## src/rtl/filter_win_ctrl_if.sv

```systemverilog
// Pixel-stream handshake and window-strobe bundle for filter_win_ctrl.
// iValid is a push strobe with no back-pressure: a pixel is taken on any rising clk edge where
// iValid is high and either a frame is in progress or iSof opens one; there is no ready signal.
interface filter_win_ctrl_if #(
    parameter int CNT_W = 12
);
    logic             iValid;
    logic             iSof;
    logic             oClken;
    logic             oWinValid;
    logic [CNT_W-1:0] oRow;
    logic [CNT_W-1:0] oCol;
    logic             oEol;
    logic             oEof;
    logic             oBusy;
    logic             oErr;

    modport master (
        output iValid, iSof,
        input  oClken, oWinValid, oRow, oCol, oEol, oEof, oBusy, oErr
    );

    modport slave (
        input  iValid, iSof,
        output oClken, oWinValid, oRow, oCol, oEol, oEof, oBusy, oErr
    );
endinterface

```

## src/rtl/filter_win_ctrl.sv

```systemverilog
// Raster-scan controller for a 3x3 filter window: tracks the pixel position, gates the
// line-buffer clock enable and flags when a complete window sits inside the image.
module filter_win_ctrl #(
    parameter int IMG_W = 640,
    parameter int IMG_H = 480,
    parameter int CNT_W = 12
) (
    input  logic               clk,
    input  logic               rst_n,
    filter_win_ctrl_if.slave   win_if,
    output logic [1:0]         dbg_state
);
    typedef enum logic [1:0] {
        IDLE = 2'd0,
        FILL = 2'd1,
        RUN  = 2'd2
    } state_t;

    localparam logic [CNT_W-1:0] LAST_C = CNT_W'(IMG_W - 1);
    localparam logic [CNT_W-1:0] LAST_R = CNT_W'(IMG_H - 1);
    localparam logic [CNT_W-1:0] ONE    = CNT_W'(1);
    localparam logic [CNT_W-1:0] TWO    = CNT_W'(2);

    state_t           state_q, state_d;
    logic [CNT_W-1:0] row_q, col_q, row_d, col_d;
    logic [CNT_W-1:0] cur_r, cur_c;
    logic             accept, win, eol, eof, err_d;
    logic             s1_win, s1_eol, s1_eof;
    logic [CNT_W-1:0] s1_row, s1_col;

    // iSof restarts the position at (0,0) whatever state we are in, which also covers aborts.
    always_comb begin
        accept  = win_if.iValid && (state_q != IDLE || win_if.iSof);
        cur_r   = win_if.iSof ? '0 : row_q;
        cur_c   = win_if.iSof ? '0 : col_q;
        win     = accept && (cur_r >= TWO) && (cur_c >= TWO);
        eol     = win && (cur_c == LAST_C);
        eof     = eol && (cur_r == LAST_R);
        err_d   = accept && win_if.iSof && (state_q != IDLE);
        state_d = state_q;
        row_d   = row_q;
        col_d   = col_q;
        if (accept) begin
            if (cur_c == LAST_C) begin
                col_d = '0;
                row_d = cur_r + ONE;
            end else begin
                col_d = cur_c + ONE;
                row_d = cur_r;
            end
            if (win_if.iSof) begin
                state_d = FILL;
            end else begin
                case (state_q)
                    FILL: if (cur_r == ONE && cur_c == LAST_C) state_d = RUN;
                    RUN: begin
                        if (cur_r == LAST_R && cur_c == LAST_C) begin
                            state_d = IDLE;
                            row_d   = '0;
                            col_d   = '0;
                        end
                    end
                    default: state_d = state_q;
                endcase
            end
        end
    end

    assign win_if.oClken = accept && rst_n;
    assign dbg_state     = state_q;

    always_ff @(posedge clk or negedge rst_n) begin
        if (!rst_n) begin
            state_q          <= IDLE;
            row_q            <= '0;
            col_q            <= '0;
            win_if.oBusy     <= 1'b0;
            win_if.oErr      <= 1'b0;
        end else begin
            state_q          <= state_d;
            row_q            <= row_d;
            col_q            <= col_d;
            win_if.oBusy     <= (state_d != IDLE);
            win_if.oErr      <= err_d;
        end
    end

    // Two-stage strobe pipeline advances every cycle; centres only move when a window is loaded.
    always_ff @(posedge clk or negedge rst_n) begin
        if (!rst_n) begin
            s1_win           <= 1'b0;
            s1_eol           <= 1'b0;
            s1_eof           <= 1'b0;
            s1_row           <= '0;
            s1_col           <= '0;
            win_if.oWinValid <= 1'b0;
            win_if.oEol      <= 1'b0;
            win_if.oEof      <= 1'b0;
            win_if.oRow      <= '0;
            win_if.oCol      <= '0;
        end else begin
            s1_win           <= win;
            s1_eol           <= eol;
            s1_eof           <= eof;
            if (win) begin
                s1_row <= cur_r - ONE;
                s1_col <= cur_c - ONE;
            end
            win_if.oWinValid <= s1_win;
            win_if.oEol      <= s1_eol;
            win_if.oEof      <= s1_eof;
            if (s1_win) begin
                win_if.oRow <= s1_row;
                win_if.oCol <= s1_col;
            end
        end
    end
endmodule

```

## src/flat_wrapper.sv

```systemverilog
// flat-port wrapper written by rule: the top's interface ports become plain ports
module filter_win_ctrl_flat 
#(
    parameter int IMG_W = 640,
    parameter int IMG_H = 480,
    parameter int CNT_W = 12
)
  (clk, rst_n, dbg_state, win_if_iValid, win_if_iSof, win_if_oClken, win_if_oWinValid, win_if_oRow, win_if_oCol, win_if_oEol, win_if_oEof, win_if_oBusy, win_if_oErr);
  filter_win_ctrl_if #(.CNT_W(CNT_W)) win_if_i ();
  input  logic clk;
  input  logic rst_n;
  output logic [1:0] dbg_state;
  input wire logic [$bits(win_if_i.iValid)-1:0] win_if_iValid;
  input wire logic [$bits(win_if_i.iSof)-1:0] win_if_iSof;
  output wire logic [$bits(win_if_i.oClken)-1:0] win_if_oClken;
  output wire logic [$bits(win_if_i.oWinValid)-1:0] win_if_oWinValid;
  output wire logic [$bits(win_if_i.oRow)-1:0] win_if_oRow;
  output wire logic [$bits(win_if_i.oCol)-1:0] win_if_oCol;
  output wire logic [$bits(win_if_i.oEol)-1:0] win_if_oEol;
  output wire logic [$bits(win_if_i.oEof)-1:0] win_if_oEof;
  output wire logic [$bits(win_if_i.oBusy)-1:0] win_if_oBusy;
  output wire logic [$bits(win_if_i.oErr)-1:0] win_if_oErr;
  assign win_if_i.iValid = win_if_iValid;
  assign win_if_i.iSof = win_if_iSof;
  assign win_if_oClken = win_if_i.oClken;
  assign win_if_oWinValid = win_if_i.oWinValid;
  assign win_if_oRow = win_if_i.oRow;
  assign win_if_oCol = win_if_i.oCol;
  assign win_if_oEol = win_if_i.oEol;
  assign win_if_oEof = win_if_i.oEof;
  assign win_if_oBusy = win_if_i.oBusy;
  assign win_if_oErr = win_if_i.oErr;
  filter_win_ctrl #(.IMG_W(IMG_W), .IMG_H(IMG_H), .CNT_W(CNT_W)) u_core (.clk(clk), .rst_n(rst_n), .win_if(win_if_i), .dbg_state(dbg_state));
endmodule
```

## config.mk

```make
export PLATFORM = sky130hd
export DESIGN_NAME = filter_win_ctrl_flat
export DESIGN_NICKNAME = d
export VERILOG_FILES = /design/src/rtl/filter_win_ctrl_if.sv /design/src/rtl/filter_win_ctrl.sv /design/src/flat_wrapper.sv
export SDC_FILE = /design/constraint.sdc
export NUM_CORES = 1
export LEC_CHECK = 0
export CAP_MARGIN = 20
export CORE_UTILIZATION = 35
export CTS_CLUSTER_DIAMETER = 30
export DETAILED_ROUTE_END_ITERATION = 10
export PLACE_DENSITY = 0.62
export RECOVER_POWER = 50
export SYNTH_ARGS = -nofsm -noshare
export SYNTH_HDL_FRONTEND = slang
export SYNTH_SLANG_ARGS = --single-unit
```

## constraint.sdc

```tcl
create_clock -name clk -period 2.7 [get_ports clk]
set_input_delay 0.405 -clock clk [delete_from_list [all_inputs] [get_ports clk]]
set_output_delay 0.405 -clock clk [all_outputs]
set_load 0.02 [all_outputs]
```

==> results of run 1 <==
## cells in the mapped netlist (9+ instances only)
library cell | n | area, sq um
sky130_fd_sc_hd__dfrtp_1 | 82 | 2050
sky130_fd_sc_hd__buf_2 | 9 | 45.0
sky130_fd_sc_hd__clkbuf_1 | 22 | 82.6
sky130_fd_sc_hd__a21oi_1 | 17 | 85.1
sky130_fd_sc_hd__nor2b_1 | 10 | 62.6
sky130_fd_sc_hd__a31oi_1 | 14 | 87.6
sky130_fd_sc_hd__ha_1 | 10 | 125
sky130_fd_sc_hd__o21ai_0 | 32 | 160
sky130_fd_sc_hd__nand3_1 | 18 | 90.1
sky130_fd_sc_hd__inv_1 | 16 | 60.1
sky130_fd_sc_hd__xnor2_1 | 9 | 78.8
sky130_fd_sc_hd__and2_1 | 10 | 62.6
sky130_fd_sc_hd__nand2_1 | 29 | 109
sky130_fd_sc_hd__mux2_2 | 29 | 327
sky130_fd_sc_hd__nor2_1 | 37 | 139
sky130_fd_sc_hd__nor3_1 | 17 | 85.1
## stage by stage
stage,total power [mW],utilization (%),std cells,TNS (ns)
2_1_floorplan,1.69,-,456,0
3_3_place_gp,1.88,42.3,663,-0.525
3_5_place_dp,1.90,42.3,663,-1.06
4_1_cts,3.03,44.5,679,0
5_1_grt,3.15,44.5,679,0
6_report,3.01,44.5,679,0
## critical path: cells and delay by family
family	cells	cell delay, ns
and+or+nand+nor	6	1.62
buffers and inverters	1	0.49
adders and majority gates	1	0.24
## sequential cells by signal (all words and copies together) (netlist names), 2 cells and up
register / cells
u_core.col_q: 12
u_core.dbg_state: 2
u_core.row_q: 12
u_core.s1_col: 12
u_core.s1_row: 12
u_core.win_if.oCol: 12
u_core.win_if.oRow: 12
## metal layers
metal | vias to the layer above | global-route usage (%)
li1 | 1721 | -
met5 | - | 0
met4 | 0 | 6.84
met3 | 13 | 2.12
met2 | 98 | 26.5
met1 | 1712 | 23.5
## cell families after synthesis
| logic type | Yosys count | share of synthesized area, % |
|---|---|---|
| AND/OR/NAND/NOR | 167 | 20.9 |
| AO/OA/AOI/OAI | 97 | 13.5 |
| flip-flops | 82 | 46.5 |
| buffers and inverters | 54 | 5.39 |
| multiplexers | 34 | 8.53 |
| XOR/XNOR | 12 | 2.38 |
| adder cells (fa/ha/maj) | 10 | 2.83 |
## power by group through the flow
stage          clock network, mW  registers, mW  logic, mW
2_1_floorplan                  0           1.37      0.326
4_1_cts                     1.15           1.35      0.531
5_1_grt                     1.21           1.36      0.581
3_5_place_dp                   0           1.37      0.524
3_3_place_gp                   0           1.37      0.514
6_report                    1.13           1.35      0.524
## repair_timing
item | 4_1_cts | 5_1_grt
endpoints found under the setup margin | 0 | 1
setup buffers | 0 | 0
gates resized for setup | 0 | 1
endpoints found under the hold margin | 0 | 0
## path summary, 6_finish.rpt
check                                start                    end  slack (ns)
min in group clk             u_core.s1_eol     u_core.win_if.oEol        0.35
max reg2reg                u_core.col_q[0]        u_core.row_q[5]        0.36
max in group asynchronous            rst_n  u_core.win_if.oRow[2]        0.98
max                            win_if_iSof        u_core.row_q[5]        0.20
min reg2reg                  u_core.s1_eol     u_core.win_if.oEol        0.35
min                                  rst_n  u_core.win_if.oRow[6]        0.31
## area by class of cell
| type | count | area [sq um] |
|---|---|---|
| well taps | 168 | 210 |
| clock buffers | 9 | 225 |
| inverters | 16 | 60.1 |
| multi-input cells | 320 | 2140 |
| repair buffers | 77 | 672 |
| clock inverters | 7 | 51.3 |
| flip-flops and latches | 82 | 2050 |
| fillers | 1141 | 6750 |
==> out/results.tsv, run 1 <==
metric	value	unit
diode_insertion_count_for_antenna_repair	0	
switching_share	28.7	%
setup_ws	0.197	ns
rr_worst_depth	7	
sequentialPowerShare	45.0	%
drt_drc_violations_left	0	
postSynthNetCount	470	
route.antenna.remaining_nets	0	
die_area	13100	sq um
timing_worst_slew_pin_value	1.03	ns
power.switching	0.864	mW
mostFrequentLayoutCell	sky130_fd_sc_hd__dfrtp_1	
crit_path_end_kind	flip-flop	
critPathLaunchType	input pin	
buffer_ports.inserted	35	
synthArstFlopShare	100	%
maxSlewViolCount	0	
pwr-share-clk	37.6	%
path_cells	clkdlybuf4s50_1 -> nor2b_1 -> ha_1 -> and3_1 -> nand4_4 -> nor3_4 -> or4b_1 -> nand3_1	
io-pin-count	36	
max_cap_violations	0	
track_usage	16.9	%
effective_utilization_at_floorplan	36.3	%
cts_hold_buf	0	
drt-met1-wl	4750	um
setup_viol_count_final	0	
achievable-frequency	400	MHz
critPathMaxStageDelay	0.49	ns
final-hold-violation-count	0	
first_pass_iters	4	
synth_seq_area_share	46.5	%
max_slew_margin	31.1	%
tritoncts	done	
detailroute.via_count	3544	
area_growth_syn_to_layout	22.6	%
post_dp_cell_area	5140	sq um
cts-root-buf	sky130_fd_sc_hd__clkbuf_16	
grt_first_pass_wirelength	17300	um
post_synth_num_cell_types	57	
floorplan.die.width	114	um
power.static_leakage	2.48	nW
drive_above_1_share	19.4	%
p_per_area	556	nW/um^2
max-vdd-ir-drop	0.000302	V
grt_start_max_net_pins	45	
clock_insertion_delay_worst_skew	0.34	ns
number_of_global_route_vias_before_repair	3381	
finalCritPeriodShare	92.7	%
post_synth_edffs	0	
worstSetupPathType	in2reg	
synth_seq_cells	82	
shortest_clock_period_the_worst_path_allows_after_layout	2.50	ns
cts-buffers-inserted	9	
synth_area_per_cell	9.68	sq um
place_hpwl	7370	um
fin_worst_skew	0.00938	ns
detailroute.wirelength.met2	4870	um
cts-htree-levels	3	
synthesis.area	4410	sq um
synthesis_warning_total	0	
internal_power	2.14	mW
cpMaxStageDelayCell	sky130_fd_sc_hd__clkdlybuf4s50_1	
final_instance_area	5410	sq um
die_h	114	um
detail_route.vias_per_cell	5.22	
wl_met3	420	um
mostFrequentLayoutCells	sky130_fd_sc_hd__dfrtp_1, sky130_fd_sc_hd__buf_4, sky130_fd_sc_hd__nor2_1	
drt-wirelength-per-cell	15.1	um
cts_num_sinks	82	
unrepaired_setup_endpoints_after_global_routing	false	
nets	520	
grt_overflow_total	0	
worstPathArrival	2.78	ns
pre_cts_ws	-0.148	ns
antenna_found_initial	0	
placeable_core_area	12200	sq um
power.combinational.fraction	17.4	%
drtIter0Drc	245	
route.final.wire_length	10200	um
cts_max_path_buffers	2	
hold_class	in2async	
worst_setup_hold_path_clk_slew	0.07	ns
run_status	completed	
dominantRegCellSynth	sky130_fd_sc_hd__dfrtp_1	
highest_layer	met4	
cp_max_fo	8	
whs	0.308	ns
globalplace.congestion	0.900	
number_of_core_rows	40	
cp_data_required_time	2.98	ns
post_synth_inst_count	456	
(Power assumes the default switching activity.)
==> inputs of run 2 (changes only) <==
--- a/config.mk
+++ b/config.mk
@@ -8,6 +8,7 @@
 export CAP_MARGIN = 20
 export CORE_UTILIZATION = 35
 export CTS_CLUSTER_DIAMETER = 30
+export CTS_CLUSTER_SIZE = 14
 export DETAILED_ROUTE_END_ITERATION = 10
 export PLACE_DENSITY = 0.62
 export RECOVER_POWER = 50
==> results of run 2 <==
No change in the layout: final DEF, timing and power equal those of run 1.
==> inputs of run 3 (changes only) <==
--- a/config.mk
+++ b/config.mk
@@ -12,6 +12,7 @@
 export DETAILED_ROUTE_END_ITERATION = 10
 export PLACE_DENSITY = 0.62
 export RECOVER_POWER = 50
+export SKIP_CTS_REPAIR_TIMING = 1
 export SYNTH_ARGS = -nofsm -noshare
 export SYNTH_HDL_FRONTEND = slang
 export SYNTH_SLANG_ARGS = --single-unit
==> results of run 3 <==
No change in the layout: final DEF, timing and power equal those of run 1.
